===== src/rtl/tl_ul_src_arbiter.sv =====
// rtl/tl_ul_src_arbiter.sv - two-client TL-UL source arbiter; optional watchdog under TL_ARB_WATCHDOG_EN
module tl_ul_src_arbiter #(
    parameter int MAX_INFLIGHT = 2,
    parameter int WDOG_CYCLES  = 1024
) (
    input  logic        clock,
    input  logic        reset,
    input  logic        c0_a_valid,
    output logic        c0_a_ready,
    input  logic [2:0]  c0_a_opcode,
    input  logic [2:0]  c0_a_param,
    input  logic [3:0]  c0_a_size,
    input  logic [31:0] c0_a_address,
    input  logic [3:0]  c0_a_mask,
    input  logic [31:0] c0_a_data,
    output logic        c0_d_valid,
    input  logic        c0_d_ready,
    output logic [2:0]  c0_d_opcode,
    output logic [3:0]  c0_d_size,
    output logic [31:0] c0_d_data,
    output logic        c0_d_denied,
    output logic        c0_d_corrupt,
    input  logic        c1_a_valid,
    output logic        c1_a_ready,
    input  logic [2:0]  c1_a_opcode,
    input  logic [2:0]  c1_a_param,
    input  logic [3:0]  c1_a_size,
    input  logic [31:0] c1_a_address,
    input  logic [3:0]  c1_a_mask,
    input  logic [31:0] c1_a_data,
    output logic        c1_d_valid,
    input  logic        c1_d_ready,
    output logic [2:0]  c1_d_opcode,
    output logic [3:0]  c1_d_size,
    output logic [31:0] c1_d_data,
    output logic        c1_d_denied,
    output logic        c1_d_corrupt,
    output logic        m_a_valid,
    input  logic        m_a_ready,
    output logic [2:0]  m_a_opcode,
    output logic [2:0]  m_a_param,
    output logic [3:0]  m_a_size,
    output logic        m_a_source,
    output logic [31:0] m_a_address,
    output logic [3:0]  m_a_mask,
    output logic [31:0] m_a_data,
    input  logic        m_d_valid,
    output logic        m_d_ready,
    input  logic [2:0]  m_d_opcode,
    input  logic [3:0]  m_d_size,
    input  logic        m_d_source,
    input  logic [31:0] m_d_data,
    input  logic        m_d_denied,
    input  logic        m_d_corrupt,
    output logic        wdog_err
);
    localparam int CW = $clog2(MAX_INFLIGHT + 1);
    localparam logic [CW-1:0] CNT_MAX = CW'(MAX_INFLIGHT);

    logic          rr_q, rr_d;
    logic          hold_q, hold_d;
    logic          hold_idx_q, hold_idx_d;
    logic [CW-1:0] cnt0_q, cnt0_d, cnt1_q, cnt1_d;
    logic          elig0, elig1, gnt_valid, gnt_idx;
    logic          a_fire, d_fire, inc0, inc1, dec0, dec1;

    assign elig0 = c0_a_valid && (cnt0_q != CNT_MAX);
    assign elig1 = c1_a_valid && (cnt1_q != CNT_MAX);

    // Grant choice uses only registered state and client valids, never m_a_ready
    always_comb begin
        gnt_valid = 1'b0;
        gnt_idx   = 1'b0;
        if (reset) begin
            if (hold_q) begin
                gnt_valid = 1'b1;
                gnt_idx   = hold_idx_q;
            end else if (elig0 && elig1) begin
                gnt_valid = 1'b1;
                gnt_idx   = ~rr_q;
            end else if (elig0 || elig1) begin
                gnt_valid = 1'b1;
                gnt_idx   = elig1;
            end
        end
    end

    // Forward the granted client's A beat, tagging it with the client index
    always_comb begin
        m_a_valid   = gnt_valid;
        m_a_source  = gnt_idx;
        m_a_opcode  = '0;
        m_a_param   = '0;
        m_a_size    = '0;
        m_a_address = '0;
        m_a_mask    = '0;
        m_a_data    = '0;
        c0_a_ready  = 1'b0;
        c1_a_ready  = 1'b0;
        if (gnt_valid && !gnt_idx) begin
            m_a_opcode  = c0_a_opcode;
            m_a_param   = c0_a_param;
            m_a_size    = c0_a_size;
            m_a_address = c0_a_address;
            m_a_mask    = c0_a_mask;
            m_a_data    = c0_a_data;
            c0_a_ready  = m_a_ready;
        end else if (gnt_valid) begin
            m_a_opcode  = c1_a_opcode;
            m_a_param   = c1_a_param;
            m_a_size    = c1_a_size;
            m_a_address = c1_a_address;
            m_a_mask    = c1_a_mask;
            m_a_data    = c1_a_data;
            c1_a_ready  = m_a_ready;
        end
    end

    // Steer the D beat to the client named by d_source; the other client sees nothing
    always_comb begin
        c0_d_valid   = 1'b0;
        c0_d_opcode  = '0;
        c0_d_size    = '0;
        c0_d_data    = '0;
        c0_d_denied  = 1'b0;
        c0_d_corrupt = 1'b0;
        c1_d_valid   = 1'b0;
        c1_d_opcode  = '0;
        c1_d_size    = '0;
        c1_d_data    = '0;
        c1_d_denied  = 1'b0;
        c1_d_corrupt = 1'b0;
        m_d_ready    = 1'b0;
        if (reset && !m_d_source) begin
            c0_d_valid   = m_d_valid;
            c0_d_opcode  = m_d_opcode;
            c0_d_size    = m_d_size;
            c0_d_data    = m_d_data;
            c0_d_denied  = m_d_denied;
            c0_d_corrupt = m_d_corrupt;
            m_d_ready    = c0_d_ready;
        end else if (reset) begin
            c1_d_valid   = m_d_valid;
            c1_d_opcode  = m_d_opcode;
            c1_d_size    = m_d_size;
            c1_d_data    = m_d_data;
            c1_d_denied  = m_d_denied;
            c1_d_corrupt = m_d_corrupt;
            m_d_ready    = c1_d_ready;
        end
    end

    assign a_fire = gnt_valid && m_a_ready;
    assign d_fire = m_d_valid && m_d_ready;
    assign inc0   = a_fire && !gnt_idx;
    assign inc1   = a_fire && gnt_idx;
    assign dec0   = d_fire && !m_d_source;
    assign dec1   = d_fire && m_d_source;

    // Next state: lock a stalled grant, rotate priority on fire, track outstanding counts
    always_comb begin
        rr_d       = rr_q;
        hold_d     = hold_q;
        hold_idx_d = hold_idx_q;
        if (a_fire) begin
            rr_d   = gnt_idx;
            hold_d = 1'b0;
        end else if (gnt_valid) begin
            hold_d     = 1'b1;
            hold_idx_d = gnt_idx;
        end
        cnt0_d = cnt0_q;
        if (inc0 && !dec0)
            cnt0_d = cnt0_q + CW'(1);
        else if (dec0 && !inc0 && cnt0_q != '0)
            cnt0_d = cnt0_q - CW'(1);
        cnt1_d = cnt1_q;
        if (inc1 && !dec1)
            cnt1_d = cnt1_q + CW'(1);
        else if (dec1 && !inc1 && cnt1_q != '0)
            cnt1_d = cnt1_q - CW'(1);
    end

    // Arbiter state registers
    always_ff @(posedge clock or negedge reset) begin
        if (!reset) begin
            rr_q       <= 1'b1;
            hold_q     <= 1'b0;
            hold_idx_q <= 1'b0;
            cnt0_q     <= '0;
            cnt1_q     <= '0;
        end else begin
            rr_q       <= rr_d;
            hold_q     <= hold_d;
            hold_idx_q <= hold_idx_d;
            cnt0_q     <= cnt0_d;
            cnt1_q     <= cnt1_d;
        end
    end

`ifdef TL_ARB_WATCHDOG_EN
    localparam int WW = $clog2(WDOG_CYCLES + 1);
    localparam logic [WW-1:0] WDOG_MAX = WW'(WDOG_CYCLES);

    logic [WW-1:0] wdog_q, wdog_d;
    logic          err_q, err_d;
    logic          busy;

    assign busy = (cnt0_q != '0) || (cnt1_q != '0);

    // Count idle cycles with requests outstanding; saturate at the limit
    always_comb begin
        wdog_d = wdog_q;
        if (d_fire || !busy)
            wdog_d = '0;
        else if (wdog_q != WDOG_MAX)
            wdog_d = wdog_q + WW'(1);
        err_d = err_q || (wdog_q == WDOG_MAX);
    end

    // Watchdog counter and sticky error flag
    always_ff @(posedge clock or negedge reset) begin
        if (!reset) begin
            wdog_q <= '0;
            err_q  <= 1'b0;
        end else begin
            wdog_q <= wdog_d;
            err_q  <= err_d;
        end
    end

    assign wdog_err = err_q;
`else
    logic unused_wdog_cfg;
    assign unused_wdog_cfg = ^WDOG_CYCLES;
    assign wdog_err        = 1'b0;
`endif

endmodule

===== config.mk =====
export PLATFORM = sky130hd
export DESIGN_NAME = tl_ul_src_arbiter
export DESIGN_NICKNAME = d
export VERILOG_FILES = /design/src/rtl/tl_ul_src_arbiter.sv
export SDC_FILE = /design/constraint.sdc
export NUM_CORES = 1
export LEC_CHECK = 0
export CORE_AREA = 3 3 142 144
export DETAILED_ROUTE_END_ITERATION = 8
export DIE_AREA = 0 0 145 147
export GPL_TIMING_DRIVEN = 0
export PLACE_DENSITY = 0.47
export SLEW_MARGIN = 40
export SYNTH_ARGS = -nofsm -noshare
export SYNTH_HDL_FRONTEND = slang
export SYNTH_SLANG_ARGS = --single-unit

===== constraint.sdc =====
create_clock -name clock -period 1.9 [get_ports clock]
set_input_delay 0.19 -clock clock [delete_from_list [all_inputs] [get_ports clock]]
set_output_delay 0.19 -clock clock [all_outputs]
set_load 0.02 [all_outputs]

==> results of run 1 <==
[metrics by stage]
step | cells | util, % | power (mW)
after floorplan | 416 | - | 2.93
after global placement | 1047 | 34.6 | 5.15
after detailed placement | 1047 | 34.6 | 5.19
after CTS | 1061 | 36.4 | 6.12
after global routing | 1072 | 39.0 | 7.29
final | 1072 | 39.0 | 6.85
[registers in the layout, indices dropped and copies added (netlist names)]
name	cells
rr_q	1
hold_q	1
cnt0_q	2
cnt1_q	2
hold_idx_q	1
[synthesized netlist by cell type (all sizes together) (2+ instances only)]
cell type	n
a21oi	81
and2	46
and3	43
buf	16
clkbuf	24
dfrtp	6
inv	4
nand2	162
nand2b	2
nor2	8
o211ai	2
o21ai	2
o31ai	2
[final cells by class]
class                      count  area share [%]
buffer                        40            5.95
clock buffer                   4            1.07
inverter                       4           0.205
multi-input combinational    365            32.2
sequential                     7            2.44
tap                          260            4.44
timing repair buffer         392            53.7
[routing by layer]
metal | vias up | GRT usage, % | wire length [um]
met2 | 188 | 29.9 | 9970
met5 | - | 0 | 0
met3 | 16 | 3.95 | 1070
met1 | 2037 | 18.2 | 7290
met4 | 0 | 2.33 | 301
li1 | 2169 | - | -
[cells by family after synthesis]
family / synth area share (%)
DFF: 8.07
xor gates and xnor gates: 0.401
other: 0.172
and+or+nand+nor: 57.6
buffers and inverters: 8.53
AOI/OAI and AO/OA: 24.8
muxes: 0.458
[how the worst max path moves through the flow]
stage | from | endpoint | depth (start not counted)
final | cnt0_q[0] | m_a_data[4] | 8
after global placement | reset | m_a_address[12] | 8
after global routing | cnt0_q[0] | m_a_size[1] | 8
after floorplan | cnt0_q[0] | m_a_address[10] | 6
after CTS | cnt0_q[0] | m_a_data[14] | 8
after detailed placement | reset | m_a_address[12] | 8
[power by group through the flow]
stage	sequential [mW]	combinational, mW	clock [mW]
final	0.298	6.19	0.360
after global routing	0.306	6.60	0.384
after CTS	0.292	5.47	0.364
after detailed placement	0.298	4.89	0
after global placement	0.288	4.87	0
after floorplan	0.280	2.65	0
[repair_timing]
action                                 in CTS  in global routing
gates resized for setup                   577                118
hold buffers                                2                  0
cloned                                      0                  6
pin swaps                                  13                 16
buffers inserted                            8                  5
endpoints found under the hold margin       6                  0
setup endpoints to repair                 174                 87
==> results.cfg, run 1 <==
[synthesis]
yosysSeqAreaShare_pct = 8.07
synth_fp_nets = 622
synth_area_mm2 = 0.00219
synth_enable_flop_cells = 0
synth-main-ff-cell = dfrtp_1
async_flop_share_pct = 100
yosysWarnings = 0
syn_inst = 416
synth_top_area_share_pct = 27.8
synth_seq_cells = 7
ys_types = 37
synth_area_per_cell_um2 = 5.25
synth_area_leaders = nand2_1, a21oi_1, and2_1, and3_1, dfrtp_1
synth_top_area_cell = nand2_1

[drt]
ant_nets = 0
vias = 4410
wire_per_inst_um = 17.4
via_per_inst = 4.11
drcViolationCount = 0
wl_um = 18600
first_pass_iters = 4
first_iter_violations = 140

[final_layout]
final_common_cell = clkdlybuf4s50_1
drive_gt1_share_pct = 35.2
multiInputGateArea_mm2 = 0.00236
fin_nets = 1019
design_area_mm2 = 0.00733
diodes = 0
layout_common_cells = clkdlybuf4s50_1, nand2_1, a21oi_2
fillCellCount = 1932
area_growth_pct = 236
regArea_um2 = 179

[timing]
setup_slack_ns = -0.281
drv_slew = 0
fmax_ghz = 0.458
timing.final.crit_period_ns = 2.18
fin_skew_ns = 0.000237
finalSetupViolCount = 83
whs_ns = 0.451
rsz0062_at_grt = true
fin_crit_sh_pct = 115
tns_ns = -19.52
finalHoldViolCount = 0

[die]
dieArea_mm2 = 0.0213
die_h_um = 147
rows = 50
dieWidth_um = 145
core_mm2 = 0.0188
start_util_pct = 11.6
num_io_pins = 374

[global_route]
grtUsageTotal_pct = 15.7
grt_pass1_vias = 4497
antenna_found_initial = 1
grt_pass1_wl_um = 26900
grt_overflow = 0
grt_start_max_net_pins = 11

[place]
gp_congestion = 0.873
place_ws_ns = -1.64
port_buffers = 371
dpl.hpwl_um = 15000
dpl_cell_area_mm2 = 0.00652

[pwr]
combPwrFrac_pct = 90.4
power_density_mw_per_mm2 = 934
seq_power_share_pct = 4.4
leakagePower_nw = 3.26
switchingPower_mw = 3.33
ir_drop_uv = 404
power_frac_clock_pct = 5.3
internal-power_mw = 3.52
swShare_pct = 48.6

[clock_network]
clock_latency_ns = 0.23
clkSinkCount = 7
htree_levels = 1
cts_tree = done
cts_root_buffer = clkbuf_16
cts-buffers-inserted = 3
clkTransAtPathRegs_ns = 0.04
cts_buffer_depth = 2

[setup_path]
cp.required_ns = 1.71
start_kind = flip-flop
cp_slowest_stage_delay_ns = 0.40
arrival_ns = 1.99
worstPathCellList = nand2b_4, and3_4, o31a_4, buf_12, buf_8, nand2_1, a21oi_2, buf_4
crit_family = buffers and inverters
reg2reg_depth = 5
rrSetupSlack_ns = -0.04
path_class = reg -> out
reg2reg_from = cnt0_q[0]
crit_slowest_cell = dfrtp_2
crit_fanout = 10
end_kind = primary output
critPathBufInv = 3
r2r_end = cnt1_q[1]

[status]
violations = negative setup slack
status = complete, but fails checks

[hold_path]
hp-class = in -> async

[run]
cap_violations = 0
Power figures use the tool's default switching activity.
==> inputs of run 2 (changes only) <==
- CAP_MARGIN: not set -> 15
==> results of run 2 <==
The final DEF is identical to that of run 1; final timing and power are the same.
==> inputs of run 3 (changes only) <==
- SETUP_SLACK_MARGIN: not set -> 0.4
==> results.cfg, run 3 (same netlist as run 1, synthesis figures left out) <==
[pwr]
power_density_mw_per_mm2 = 998
ir_drop_uv = 358
leakagePower_nw = 4.23

[status]
violations = negative setup slack
status = complete, but fails checks

[clock_network]
htree_levels = 1
cts_root_buffer = clkbuf_16
cts_tree = done
clock_latency_ns = 0.23
cts-buffers-inserted = 3
clkTransAtPathRegs_ns = 0.04
cts_buffer_depth = 2
clkSinkCount = 7

[die]
start_util_pct = 11.6
dieWidth_um = 145
num_io_pins = 374
dieArea_mm2 = 0.0213
die_h_um = 147
rows = 50
core_mm2 = 0.0188

[global_route]
grtUsageTotal_pct = 16.3
grt_use_met1_pct = 16.7
grt_start_max_net_pins = 11
gr-usage-met3_pct = 4.90
grt_util_met2_pct = 32.3
antenna_found_initial = 0
grt_pass1_vias = 4807
grt_overflow = 0
grt_pass1_wl_um = 28000
grt-busiest-layer = met2

[final_layout]
drive_gt1_share_pct = 50.2
regArea_um2 = 178
fillCellCount = 1822
fin_nets = 1043
reg.largest.list = cnt0_q: 2 flops, cnt1_q: 2 flops
diodes = 0
area_growth_pct = 297
multiInputGateArea_mm2 = 0.00322
design_area_mm2 = 0.00867
final_common_cell = clkdlybuf4s50_1
layout_common_cells = clkdlybuf4s50_1, buf_6, a21oi_4
post-route-util_pct = 46.1

[place]
dpl.hpwl_um = 15500
dpl_cell_area_mm2 = 0.00718
port_buffers = 371
gp_congestion = 0.841

[timing]
finalSetupViolCount = 85
fin_skew_ns = 0.000937
fmax_ghz = 0.475
timing.final.crit_period_ns = 2.11
fin_crit_sh_pct = 111
finalHoldViolCount = 0
setup_slack_ns = -0.207
drv_slew = 0
rsz0062_at_grt = true
whs_ns = 0.407

[setup_path]
arrival_ns = 1.92
cp.required_ns = 1.71
crit_fanout = 10
reg2reg_depth = 11
path_class = reg -> out
end_kind = primary output
start_kind = flip-flop

[drt]
via_per_inst = 4.18
first_iter_violations = 96
ant_nets = 0
drcViolationCount = 0
wl_um = 19400
vias = 4582
wire_per_inst_um = 17.7
first_pass_iters = 4

[run]
cap_violations = 0

[hold_path]
hp-class = in -> async
[run 3: changes by cell type in the layout (fill, tap and decap cells not counted), sizes merged, moves of 3 or more]
cell,change
clkdlybuf4s50,-45
clkdlybuf4s15,+3
dlygate4sd2,-32
dlymetal6s2s,+34
buf,+49
clkbuf,+16
[run 3: power by group]
group / internal [mW] / leakage, nW / switching (mW)
logic: 4.01 / 4.11 / 3.99
registers: 0.227 / 0.0832 / 0.0606
clock network: 0.280 / 0.0382 / 0.0867
[run 3: routing by layer]
metal	part of all wire (%)	routed length [um]
met2	56	10800
met1	35	6770
met3	7.8	1510
met4	1.6	317
met5	0	0
[run 3: critical path, stage by stage, from the launching register on]
cell,delay (ns)
dfrtp_1,0.37
nand2b_4,0.15
and3_4,0.16
o31a_4,0.34
clkbuf_16,0.19
buf_8,0.15
nand2_1,0.11
a21oi_4,0.06
buf_6,0.14
[run 3: stage by stage]
step	setup slack [ns]	instances	total power, mW	setup TNS, ns
floorplan	0.0933	416	3.80	0
global placement	-1.38	1047	6.00	-185.25
detailed placement	-1.41	1047	6.08	-193.07
CTS	-0.278	1065	7.13	-17.91
global route	-0.283	1096	9.15	-19.72
finish	-0.207	1096	8.66	-13.02
[run 3: final timing paths]
path	startpoint	endpoint	slack [ns]
max reg2reg	cnt0_q[0]	cnt0_q[0]	-0.08
max	cnt0_q[0]	m_a_data[6]	-0.21
min in group clock	rr_q	rr_q	0.52
min reg2reg	rr_q	rr_q	0.52
min	reset	cnt0_q[0]	0.41
max in group asynchronous	reset	rr_q	1.19
[run 3: layout make-up]
type / count / area share (%)
plain buffers: 40 / 6.14
clock buffers: 4 / 0.909
inverters: 4 / 0.332
multi-input cells: 365 / 37.2
flip-flops and latches: 7 / 2.05
well taps: 260 / 3.75
repair buffers: 416 / 49.6
[run 3: what timing repair did]
action                                  in CTS  in global routing
cloned                                       0                 12
hold buffers                                 1                  0
resized for setup                          633                345
hold endpoints to repair                     7                  0
buffers inserted                            13                 19
pin swaps                                   12                 58
endpoints found under the setup margin     174                158
==> variant (config.mk and constraints of run 3) <==
The parameter `MAX_INFLIGHT` goes from 2 to 4.
--- a/src/rtl/tl_ul_src_arbiter.sv
+++ b/src/rtl/tl_ul_src_arbiter.sv
@@ -1,6 +1,6 @@
 // rtl/tl_ul_src_arbiter.sv - two-client TL-UL source arbiter; optional watchdog under TL_ARB_WATCHDOG_EN
 module tl_ul_src_arbiter #(
-    parameter int MAX_INFLIGHT = 2,
+    parameter int MAX_INFLIGHT = 4,
     parameter int WDOG_CYCLES  = 1024
 ) (
     input  logic        clock,
Formal check against the unedited RTL: not equivalent (Yosys sat finds a counterexample within 4 cycles, from zero or initial values and one cycle with reset low).
==> variant against run 3 <==
- the run still ends with negative setup slack left
- via count rose by 2.6%
- combinational power decreased by 26%
- wire length rose by 8.6%
- synthesized area grew 6.6%
- cell count up 3.3%
- total power is 24% lower
- sequential cell count increased by 2
- final area up 1.5%
- highest routed layer unchanged
- setup slack got worse by 400 ps
==> variant: results (changes against run 3) <==
{
  "post_synth_xor_area_fraction": {"value": 0, "change": "-0.004007"},
  "fillCellCount": {"value": 1818, "change": "-0.22%"},
  "worst_clock_skew": {"value": 2.048, "unit": "ps", "change": "+1.111 ps"},
  "status": "finished with violations",
  "failed_checks": "negative setup slack",
  "post_route_cells_drive_above_1_share": {"value": 0.4179, "change": "-0.08448"},
  "postCtsSetupRepairBufs": {"value": 42, "change": "+29"},
  "synth_fp_nets": {"value": 635, "change": "+2.1%"},
  "synth-compound-area-share": {"value": 0.2276, "change": "-0.02026"},
  "synth_fa_ha_area_frac": {"value": 0.01718, "change": "+0.01718"},
  "critical_path_s_top_delay_family": "simple AND/OR/NAND/NOR gates",
  "slowest_delay": {"value": 440, "unit": "ps", "change": "+70 ps"},
  "nNonClkInverters": {"value": 5, "change": "+1"},
  "rr_startpoint": "cnt1_q[0]",
  "antenna_found_initial": {"value": 1, "change": "+1"},
  "track_usage": {"value": 0.1808, "change": "+0.01802"},
  "synth.top_cells.by_area": "sky130_fd_sc_hd__nand2_1, sky130_fd_sc_hd__a21oi_1, sky130_fd_sc_hd__and2_1",
  "routed-wl-met2": {"value": 11510, "unit": "um", "change": "+6.5%"},
  "layout.clock.cell_area_share": {"value": 0.008953, "change": "-0.0001343"},
  "worstPathArrival": {"value": 2650, "unit": "ps", "change": "+730 ps"},
  "via_per_inst": {"value": 4.154, "change": "-0.64%"},
  "p_leak": {"value": 3.931, "unit": "nW", "change": "-7.1%"},
  "cp_slowest_cell": "sky130_fd_sc_hd__or3b_4",
  "layout.comb_gates.multi_input": {"value": 371, "change": "+1.6%"},
  "drt-initial-drc-count": {"value": 149, "change": "+55%"},
  "route.met3.wl": {"value": 974, "unit": "um", "change": "-35%"},
  "multi_input_combinational_area_share": {"value": 0.3290, "change": "-0.04272"},
  "reg.largest.list": "cnt0_q x3, cnt1_q x3",
  "totalWireLength": {"value": 21070, "unit": "um", "change": "+8.6%"},
  "worstPathMaxFanout": {"value": 3, "change": "-7"},
  "final-setup-viol-count": {"value": 90, "change": "+5.9%"},
  "wirelength_met1": {"value": 8331, "unit": "um", "change": "+23%"},
  "worst_slack": {"value": -603.5, "unit": "ps", "change": "-396.9 ps"},
  "synth_sequential_area_ratio": {"value": 0.09716, "change": "+0.01645"},
  "globalplace.congestion": {"value": 0.8393, "change": "-0.17%"},
  "first_pass_grt_wire_length": {"value": 31080, "unit": "um", "change": "+11%"},
  "grt.met3_usage": {"value": 0.03455, "change": "-0.01450"},
  "first_global_vias": {"value": 4946, "change": "+2.9%"},
  "antenna_cells": {"value": 1, "change": "+1"},
  "ir_worst_vdd": {"value": 0.4334, "unit": "mV", "change": "+21%"},
  "synth_cell_type_count": {"value": 40, "change": "+8.1%"},
  "dp_worst_setup_slack": {"value": -1247, "unit": "ps", "change": "+163.9 ps"},
  "seq_area_frac": {"value": 0.02601, "change": "+0.005524"}
}
variant: changes by cell type in the layout (fill, tap and decap cells not counted), sizes merged, moves of 3 or more:
cell,before,now
clkbuf,46,42
nor2,8,11
dlygate4sd2,10,42
clkdlybuf4s15,3,21
buf,165,177
mux2i,1,4
nand2,162,159
dlymetal6s2s,34,0
variant: through the flow:
stage	instances	hold slack, ps	total power [W]	setup TNS, ps	area [sq um]
final	1132	459.8	0.006614	-42320	8805
after global routing	1132	496.0	0.006999	-47860	8805
after CTS	1117	476.6	0.006004	-40450	8175
after detailed placement	1058	496.1	0.004209	-169840	6863
after global placement	1058	485.4	0.004155	-166650	6863
after floorplan	427	-105.6	0.002541	-10240	2824
variant: final timing paths:
| check | to | slack (ps) | cells after the start |
|---|---|---|---|
| max | cnt0_q[2] | -600 | 10 |
| min | cnt1_q[1] | 460 | 2 |
| max reg2reg | cnt0_q[2] | -600 | 10 |
| min reg2reg | cnt1_q[2] | 500 | 1 |
| max in group asynchronous | cnt0_q[0] | 1100 | 2 |
| min in group clock | rr_q | 490 | 6 |
variant: worst reg2reg max path, cell delays in order (launching register included):
cell	delay (ps)
sky130_fd_sc_hd__dfrtp_2	400
sky130_fd_sc_hd__or3b_4	440
sky130_fd_sc_hd__a32oi_4	240
sky130_fd_sc_hd__buf_12	150
sky130_fd_sc_hd__buf_6	90
sky130_fd_sc_hd__and3_4	170
sky130_fd_sc_hd__buf_6	100
sky130_fd_sc_hd__inv_4	30
sky130_fd_sc_hd__fa_2	360
sky130_fd_sc_hd__mux2_4	310
sky130_fd_sc_hd__mux2i_1	140
variant: where the power goes:
part / internal, W / total, W / switching (W)
Combinational: 0.00310 / 0.00589 / 0.00279
Sequential: 0.000286 / 0.000356 / 0.0000698
Clock: 0.000280 / 0.000370 / 0.0000895
